===== src/rtl/fetch_ctrl_if.sv =====
// Bundle of the loader, instruction-memory write and fetch-control signals
// of fetch_ctrl; master is the controller side.
interface fetch_ctrl_if #(
  parameter int unsigned ADDR_W = 10
);
  logic              ld_valid;
  logic [31:0]       ld_data;
  logic              ld_last;
  logic              ld_ready;
  logic              imem_we;
  logic [ADDR_W-1:0] imem_waddr;
  logic [31:0]       imem_wdata;
  logic              br_taken_e;
  logic [31:0]       br_target_e;
  logic              load_use_d;
  logic              halt_req;
  logic              boot_req;
  logic              stall;
  logic              pc_sel;
  logic [31:0]       pc_nxt;
  logic              flush_d;
  logic              flush_e;
  logic              boot_done;
  logic              err_misalign;
  logic              err_overflow;

  modport master (
    input  ld_valid, ld_data, ld_last, br_taken_e, br_target_e,
           load_use_d, halt_req, boot_req,
    output ld_ready, imem_we, imem_waddr, imem_wdata, stall, pc_sel,
           pc_nxt, flush_d, flush_e, boot_done, err_misalign, err_overflow
  );

  modport slave (
    output ld_valid, ld_data, ld_last, br_taken_e, br_target_e,
           load_use_d, halt_req, boot_req,
    input  ld_ready, imem_we, imem_waddr, imem_wdata, stall, pc_sel,
           pc_nxt, flush_d, flush_e, boot_done, err_misalign, err_overflow
  );
endinterface


===== src/rtl/fetch_ctrl.sv =====
// Fetch-stage sequencer: loads the program image into instruction memory,
// releases the core at the boot PC, then drives stall/redirect/flush in run mode.
module fetch_ctrl #(
  parameter int unsigned IMEM_DEPTH = 1024,
  parameter int unsigned ADDR_W     = 10,
  parameter logic [31:0] RESET_PC   = 32'h0000_0000
) (
  input logic          clk,
  input logic          rst,
  fetch_ctrl_if.master bus
);

  localparam logic [1:0] BOOT  = 2'd0;
  localparam logic [1:0] START = 2'd1;
  localparam logic [1:0] RUN   = 2'd2;
  localparam logic [1:0] HALT  = 2'd3;

  localparam logic [ADDR_W-1:0] LAST_ADDR = ADDR_W'(IMEM_DEPTH - 1);

  logic [1:0]        state;
  logic [1:0]        state_nxt;
  logic [ADDR_W-1:0] wcnt;
  logic              accept;
  logic              set_misalign;

  // Loader handshake is only open in BOOT, so acceptance depends on state alone.
  assign accept = bus.ld_valid & (state == BOOT);

  always_ff @(posedge clk or negedge rst) begin
    if (!rst) state <= BOOT;
    else      state <= state_nxt;
  end

  // Next state and control outputs; RUN outputs follow the hazard inputs directly.
  always_comb begin
    state_nxt    = state;
    bus.ld_ready = 1'b0;
    bus.stall    = 1'b0;
    bus.pc_sel   = 1'b0;
    bus.pc_nxt   = RESET_PC;
    bus.flush_d  = 1'b0;
    bus.flush_e  = 1'b0;
    set_misalign = 1'b0;
    case (state)
      BOOT: begin
        bus.ld_ready = 1'b1;
        bus.stall    = 1'b1;
        if (accept && (bus.ld_last || (wcnt == LAST_ADDR))) state_nxt = START;
      end
      START: begin
        bus.pc_sel  = 1'b1;
        bus.flush_d = 1'b1;
        bus.flush_e = 1'b1;
        state_nxt   = RUN;
      end
      RUN: begin
        bus.pc_nxt = bus.br_target_e;
        if (bus.br_taken_e && (bus.br_target_e[1:0] != 2'b00)) begin
          set_misalign = 1'b1;
          bus.stall    = 1'b1;
          bus.flush_d  = 1'b1;
          bus.flush_e  = 1'b1;
          state_nxt    = HALT;
        end else if (bus.br_taken_e) begin
          // A coincident load-use stall is dropped: its instruction is flushed.
          bus.pc_sel  = 1'b1;
          bus.flush_d = 1'b1;
          bus.flush_e = 1'b1;
        end else if (bus.halt_req) begin
          bus.stall   = 1'b1;
          bus.flush_d = 1'b1;
          state_nxt   = HALT;
        end else if (bus.load_use_d) begin
          bus.stall   = 1'b1;
          bus.flush_e = 1'b1;
        end
      end
      HALT: begin
        bus.stall   = 1'b1;
        bus.flush_d = 1'b1;
        if (bus.boot_req) state_nxt = BOOT;
      end
      default: state_nxt = BOOT;
    endcase
  end

  // Image write port, word counter and sticky status.
  always_ff @(posedge clk or negedge rst) begin
    if (!rst) begin
      wcnt             <= '0;
      bus.imem_we      <= 1'b0;
      bus.imem_waddr   <= '0;
      bus.imem_wdata   <= 32'h0;
      bus.boot_done    <= 1'b0;
      bus.err_misalign <= 1'b0;
      bus.err_overflow <= 1'b0;
    end else begin
      bus.imem_we <= accept;
      if (accept) begin
        bus.imem_waddr <= wcnt;
        bus.imem_wdata <= bus.ld_data;
        wcnt           <= wcnt + ADDR_W'(1);
        if ((wcnt == LAST_ADDR) && !bus.ld_last) bus.err_overflow <= 1'b1;
      end
      if (set_misalign) bus.err_misalign <= 1'b1;
      if (state == START) bus.boot_done <= 1'b1;
      if ((state == HALT) && bus.boot_req) begin
        wcnt             <= '0;
        bus.boot_done    <= 1'b0;
        bus.err_misalign <= 1'b0;
        bus.err_overflow <= 1'b0;
      end
    end
  end

endmodule


===== src/flat_wrapper.sv =====
// flat-port wrapper written by rule: the top's interface ports become plain ports
module fetch_ctrl_flat 
#(
  parameter int unsigned IMEM_DEPTH = 1024,
  parameter int unsigned ADDR_W     = 10,
  parameter logic [31:0] RESET_PC   = 32'h0000_0000
)
  (clk, rst, bus_ld_valid, bus_ld_data, bus_ld_last, bus_br_taken_e, bus_br_target_e, bus_load_use_d, bus_halt_req, bus_boot_req, bus_ld_ready, bus_imem_we, bus_imem_waddr, bus_imem_wdata, bus_stall, bus_pc_sel, bus_pc_nxt, bus_flush_d, bus_flush_e, bus_boot_done, bus_err_misalign, bus_err_overflow);
  fetch_ctrl_if #(.ADDR_W(ADDR_W)) bus_i ();
  input logic clk;
  input logic rst;
  input wire logic [$bits(bus_i.ld_valid)-1:0] bus_ld_valid;
  input wire logic [$bits(bus_i.ld_data)-1:0] bus_ld_data;
  input wire logic [$bits(bus_i.ld_last)-1:0] bus_ld_last;
  input wire logic [$bits(bus_i.br_taken_e)-1:0] bus_br_taken_e;
  input wire logic [$bits(bus_i.br_target_e)-1:0] bus_br_target_e;
  input wire logic [$bits(bus_i.load_use_d)-1:0] bus_load_use_d;
  input wire logic [$bits(bus_i.halt_req)-1:0] bus_halt_req;
  input wire logic [$bits(bus_i.boot_req)-1:0] bus_boot_req;
  output wire logic [$bits(bus_i.ld_ready)-1:0] bus_ld_ready;
  output wire logic [$bits(bus_i.imem_we)-1:0] bus_imem_we;
  output wire logic [$bits(bus_i.imem_waddr)-1:0] bus_imem_waddr;
  output wire logic [$bits(bus_i.imem_wdata)-1:0] bus_imem_wdata;
  output wire logic [$bits(bus_i.stall)-1:0] bus_stall;
  output wire logic [$bits(bus_i.pc_sel)-1:0] bus_pc_sel;
  output wire logic [$bits(bus_i.pc_nxt)-1:0] bus_pc_nxt;
  output wire logic [$bits(bus_i.flush_d)-1:0] bus_flush_d;
  output wire logic [$bits(bus_i.flush_e)-1:0] bus_flush_e;
  output wire logic [$bits(bus_i.boot_done)-1:0] bus_boot_done;
  output wire logic [$bits(bus_i.err_misalign)-1:0] bus_err_misalign;
  output wire logic [$bits(bus_i.err_overflow)-1:0] bus_err_overflow;
  assign bus_i.ld_valid = bus_ld_valid;
  assign bus_i.ld_data = bus_ld_data;
  assign bus_i.ld_last = bus_ld_last;
  assign bus_i.br_taken_e = bus_br_taken_e;
  assign bus_i.br_target_e = bus_br_target_e;
  assign bus_i.load_use_d = bus_load_use_d;
  assign bus_i.halt_req = bus_halt_req;
  assign bus_i.boot_req = bus_boot_req;
  assign bus_ld_ready = bus_i.ld_ready;
  assign bus_imem_we = bus_i.imem_we;
  assign bus_imem_waddr = bus_i.imem_waddr;
  assign bus_imem_wdata = bus_i.imem_wdata;
  assign bus_stall = bus_i.stall;
  assign bus_pc_sel = bus_i.pc_sel;
  assign bus_pc_nxt = bus_i.pc_nxt;
  assign bus_flush_d = bus_i.flush_d;
  assign bus_flush_e = bus_i.flush_e;
  assign bus_boot_done = bus_i.boot_done;
  assign bus_err_misalign = bus_i.err_misalign;
  assign bus_err_overflow = bus_i.err_overflow;
  fetch_ctrl #(.IMEM_DEPTH(IMEM_DEPTH), .ADDR_W(ADDR_W), .RESET_PC(RESET_PC)) u_core (.clk(clk), .rst(rst), .bus(bus_i));
endmodule

===== config.mk =====
export PLATFORM = sky130hd
export DESIGN_NAME = fetch_ctrl_flat
export DESIGN_NICKNAME = d
export VERILOG_FILES = /design/src/rtl/fetch_ctrl_if.sv /design/src/rtl/fetch_ctrl.sv /design/src/flat_wrapper.sv
export SDC_FILE = /design/constraint.sdc
export NUM_CORES = 1
export LEC_CHECK = 0
export ABC_CLOCK_PERIOD_IN_PS = 2100
export CORE_MARGIN = 3
export CORE_UTILIZATION = 35
export CTS_BUF_LIST = sky130_fd_sc_hd__clkbuf_8
export DETAILED_ROUTE_END_ITERATION = 10
export PLACE_DENSITY = 0.75
export SYNTH_ARGS = -nofsm -noshare
export SYNTH_HDL_FRONTEND = slang
export SYNTH_SLANG_ARGS = --single-unit

===== constraint.sdc =====
create_clock -name clk -period 2.1 [get_ports clk]
set_input_delay 0.21 -clock clk [delete_from_list [all_inputs] [get_ports clk]]
set_output_delay 0.21 -clock clk [all_outputs]
set_load 0.02 [all_outputs]

==> key figures <==
Floorplan
  – FP Rows: 31
  – Die Ht: slightly above 90 microns
  – Starting Density: a little over a third
  – Die ar.: 0.00872 sq mm
  – CORE AREA: roughly 0.0073 sq mm
  – I/O pin count: about 160
  – Die Wd: 93.4 microns

Synthesis
  – Yosys warning total: 0
  – Post-Syn Instances: a little over 300
  – Distinct cells, synth: 27
  – Synthesized net count: 387
  – Mapped Area: between 0.002 and 0.003 sq mm
  – Syn Area/Cell: approximately 8.7 sq um
  – Seq/Total Area, Yosys: between 50% and 60%
  – Synth Register Bits: slightly below 60

Finish
  – Final #Nets: between 500 and 600
  – Share of post-route cells with drive strength above 1: 8.47%
  – Post-layout utilization of the core: between 60% and 70%
  – Layout fillers: 645
  – Final antenna diode count: 0
  – Commonest non-fill, non-tap cell in the layout: nand2_1
  – Most frequent cells in the layout: nand2_1 (135), clkdlybuf4s50_1 (116), dfrtp_1 (58)
  – P&R area growth vs syn: 65.9%

STA
  – Maximum clock rate: ~500 MHz
  – Max-slew violation count: 0
  – RSZ-0062 raised after global routing: no
  – Final setup viols: 0
  – Period utilisation layout: a little over nine tenths
  – Worst-Margin Slew: around 0.57 ns
  – Skew final: around 0.0047 ns
  – Hold_ws: ~0.4 ns
  – Hold Violations, Final: 0
  – Max-Slew Margin vs Limit: between 60% and 70%
  – Sum Neg Setup Slack: 0 ns
  – Final min period: approximately 2 ns

Pwr
  – PwrDens: about 1300 mW/mm^2
  – VDD IR max: roughly 0.6 mV
  – Leak: 2.22 nW

Global route
  – First-pass GRT wire length: roughly 13 mm
  – Met3 Usage GRT: a little over 5%
  – Antenna violations before repair: 0
  – Maximum number of pins on one net before global-route repair: 45
  – Global Route met2 Usage: between 30% and 40%
  – Gr usage total: about a fifth
  – Most crowded layer after global routing: met2
  – Vias in the first global route: roughly 2700
  – Met1 usage: between 20% and 30%
  – Overflow after GRT: 0

Critical path
  – Max FO, Critical Path: 32
  – RR Endpoint: u_core.wcnt[2]
  – Cells along the critical path: inv_1 -> ha_4 -> buf_8 -> and2_1 -> dlygate4sd2_1
  – Startpoint Class: register
  – Crit path DAT: between 1.5 and 2 ns
  – Crit path kind: reg -> out
  – CP Data Required Time: ~1.9 ns
  – Reg2reg start: u_core.state[0]
  – CP max stage cell: dfrtp_1
  – FF-to-FF path depth: 8
  – CP Capture Type: primary output
  – Worst path max stage delay: 0.40 ns
  – R2R setup slack: 0.25 ns

Clock tree
  – Clock net sink count: 58
  – Worst-case clock buffer depth: 2
  – Root Driver: clkbuf_8
  – Skew-Pair Late Insertion Delay: ~0.33 ns
  – CTS Buf Count: 9
  – Clock transition at path regs: ~0.07 ns
  – Number of H-tree levels: 3
  – CTS tree: yes

Hold path
  – Min-delay src: bus_ld_data[27]
  – Hold Crit Class: in -> reg
  – Worst hold path endpoint: u_core.bus.imem_wdata[27]
  – Cell depth of the worst hold path: 3

Routing
  – Total wire length: 7.81 mm
  – Via count: 2584
  – Iteration-0 DRC Markers: 59
  – Antenna-violating nets left: 0
  – DRC: 0
  – DR WL/cell: roughly 14 microns
  – TritonRoute pass-1 iters: 4
  – Routed vias/inst: about 4.5

Job
  – Max-cap violations: 0

Placement
  – Placed wire-length estimate: about 6.0 mm
  – Final RePlAce weighted congestion: roughly 0.82
  – Port Buffers: between 150 and 200

Status
  – Status: finished, final reports clean
worst max-delay path by stage:
stage,depth (start not counted),to,start,slack (ns)
3_5_place_dp,5,bus_pc_nxt[17],u_core.state[0],-0.004
6_report,5,bus_pc_nxt[28],u_core.state[0],0.12
5_1_grt,5,bus_flush_d,u_core.state[0],0.005
2_1_floorplan,7,u_core.wcnt[7],u_core.state[0],0.34
3_3_place_gp,5,bus_pc_nxt[17],u_core.state[0],0.03
4_1_cts,5,bus_pc_nxt[17],u_core.state[0],0.003
metrics by stage:
stage / area, sq um / total power, mW / setup WS, ns / std cells
after floorplan: 2670 / 3.43 / 0.344 / 309
after global placement: 4320 / 5.01 / 0.0339 / 554
after detailed placement: 4320 / 5.07 / -0.00416 / 554
after CTS: 4470 / 5.82 / 0.00331 / 571
after global routing: 4440 / 6.16 / 0.00535 / 571
final: 4440 / 5.73 / 0.119 / 571
cells in the mapped netlist:
| master | n | area [sq um] |
|---|---|---|
| a221oi_1 | 1 | 8.76 |
| or2_2 | 1 | 6.26 |
| nor3_1 | 3 | 15.0 |
| inv_1 | 5 | 18.8 |
| nand3b_1 | 1 | 7.51 |
| buf_2 | 5 | 25.0 |
| nand3_1 | 3 | 15.0 |
| xnor2_1 | 1 | 8.76 |
| a21oi_1 | 8 | 40.0 |
| nand4_2 | 1 | 12.5 |
| xor2_1 | 6 | 52.6 |
| o21ai_0 | 3 | 15.0 |
| or3_1 | 2 | 12.5 |
| and3_1 | 1 | 6.26 |
| nor2_1 | 14 | 52.6 |
| and2_1 | 33 | 206 |
| and4_1 | 2 | 17.5 |
| mux2_1 | 1 | 11.3 |
| o311ai_0 | 1 | 8.76 |
| dfrtp_1 | 58 | 1450 |
| ha_1 | 6 | 75.1 |
| nand4_1 | 2 | 12.5 |
| clkbuf_1 | 9 | 33.8 |
| o21a_1 | 3 | 22.5 |
| nor2b_1 | 3 | 18.8 |
| nand2_1 | 135 | 507 |
| o31ai_2 | 1 | 12.5 |
worst max-delay path: cells and delay by family (launching register included):
kind / cells / cell delay [ns]
adders and majority gates: 1 / 0.20
buffers and inverters: 3 / 0.67
DFF: 1 / 0.40
and+or+nand+nor: 1 / 0.16
what timing repair did:
action / CTS / global route
pin swaps: 0 / 0
hold buffers: 1 / 0
endpoints found under the setup margin: 36 / 35
hold endpoints to repair: 24 / 0
buffers inserted: 0 / 0
gates resized for setup: 39 / 30
report_power, final:
| group | total [mW] | switching (mW) | leakage (nW) | internal, mW |
|---|---|---|---|---|
| Combinational | 3.11 | 1.75 | 1.38 | 1.36 |
| Clock | 0.875 | 0.427 | 0.0892 | 0.448 |
| Sequential | 1.74 | 0.231 | 0.745 | 1.51 |
registers in the layout (all words and copies together) (netlist names):
register / cells
u_core.bus.imem_wdata: 32
u_core.bus.imem_waddr: 10
u_core.wcnt: 10
u_core.state: 2
u_core.bus.boot_done: 1
u_core.bus.err_misalign: 1
u_core.bus.err_overflow: 1
u_core.bus.imem_we: 1
cell type report:
class	instances	area, sq um	area share [%]
tap	99	124	2.79
clock inverter	6	33.8	0.761
timing repair buffer	161	1510	34.0
inverter	5	18.8	0.423
sequential	58	1450	32.7
clock buffer	10	138	3.10
multi-input combinational	232	1160	26.2
per-layer routing:
metal	share of wire (%)	vias up
met1	40	1170
met2	49	115
met4	3.1	0
met5	0	-
met3	8.2	17
li1	-	1282
logic make-up (layout without fill, tap and decap cells):
kind of cell	after synthesis	in the layout	synth area share (%)
simple gates	201	201	33.3
fa+ha+maj	6	6	2.81
flops	58	58	54.3
mux	1	1	0.421
buf+inv	19	182	2.90
xor+xnor	7	7	2.29
compound gates	17	17	4.02
Power figures use the tool's default switching activity.
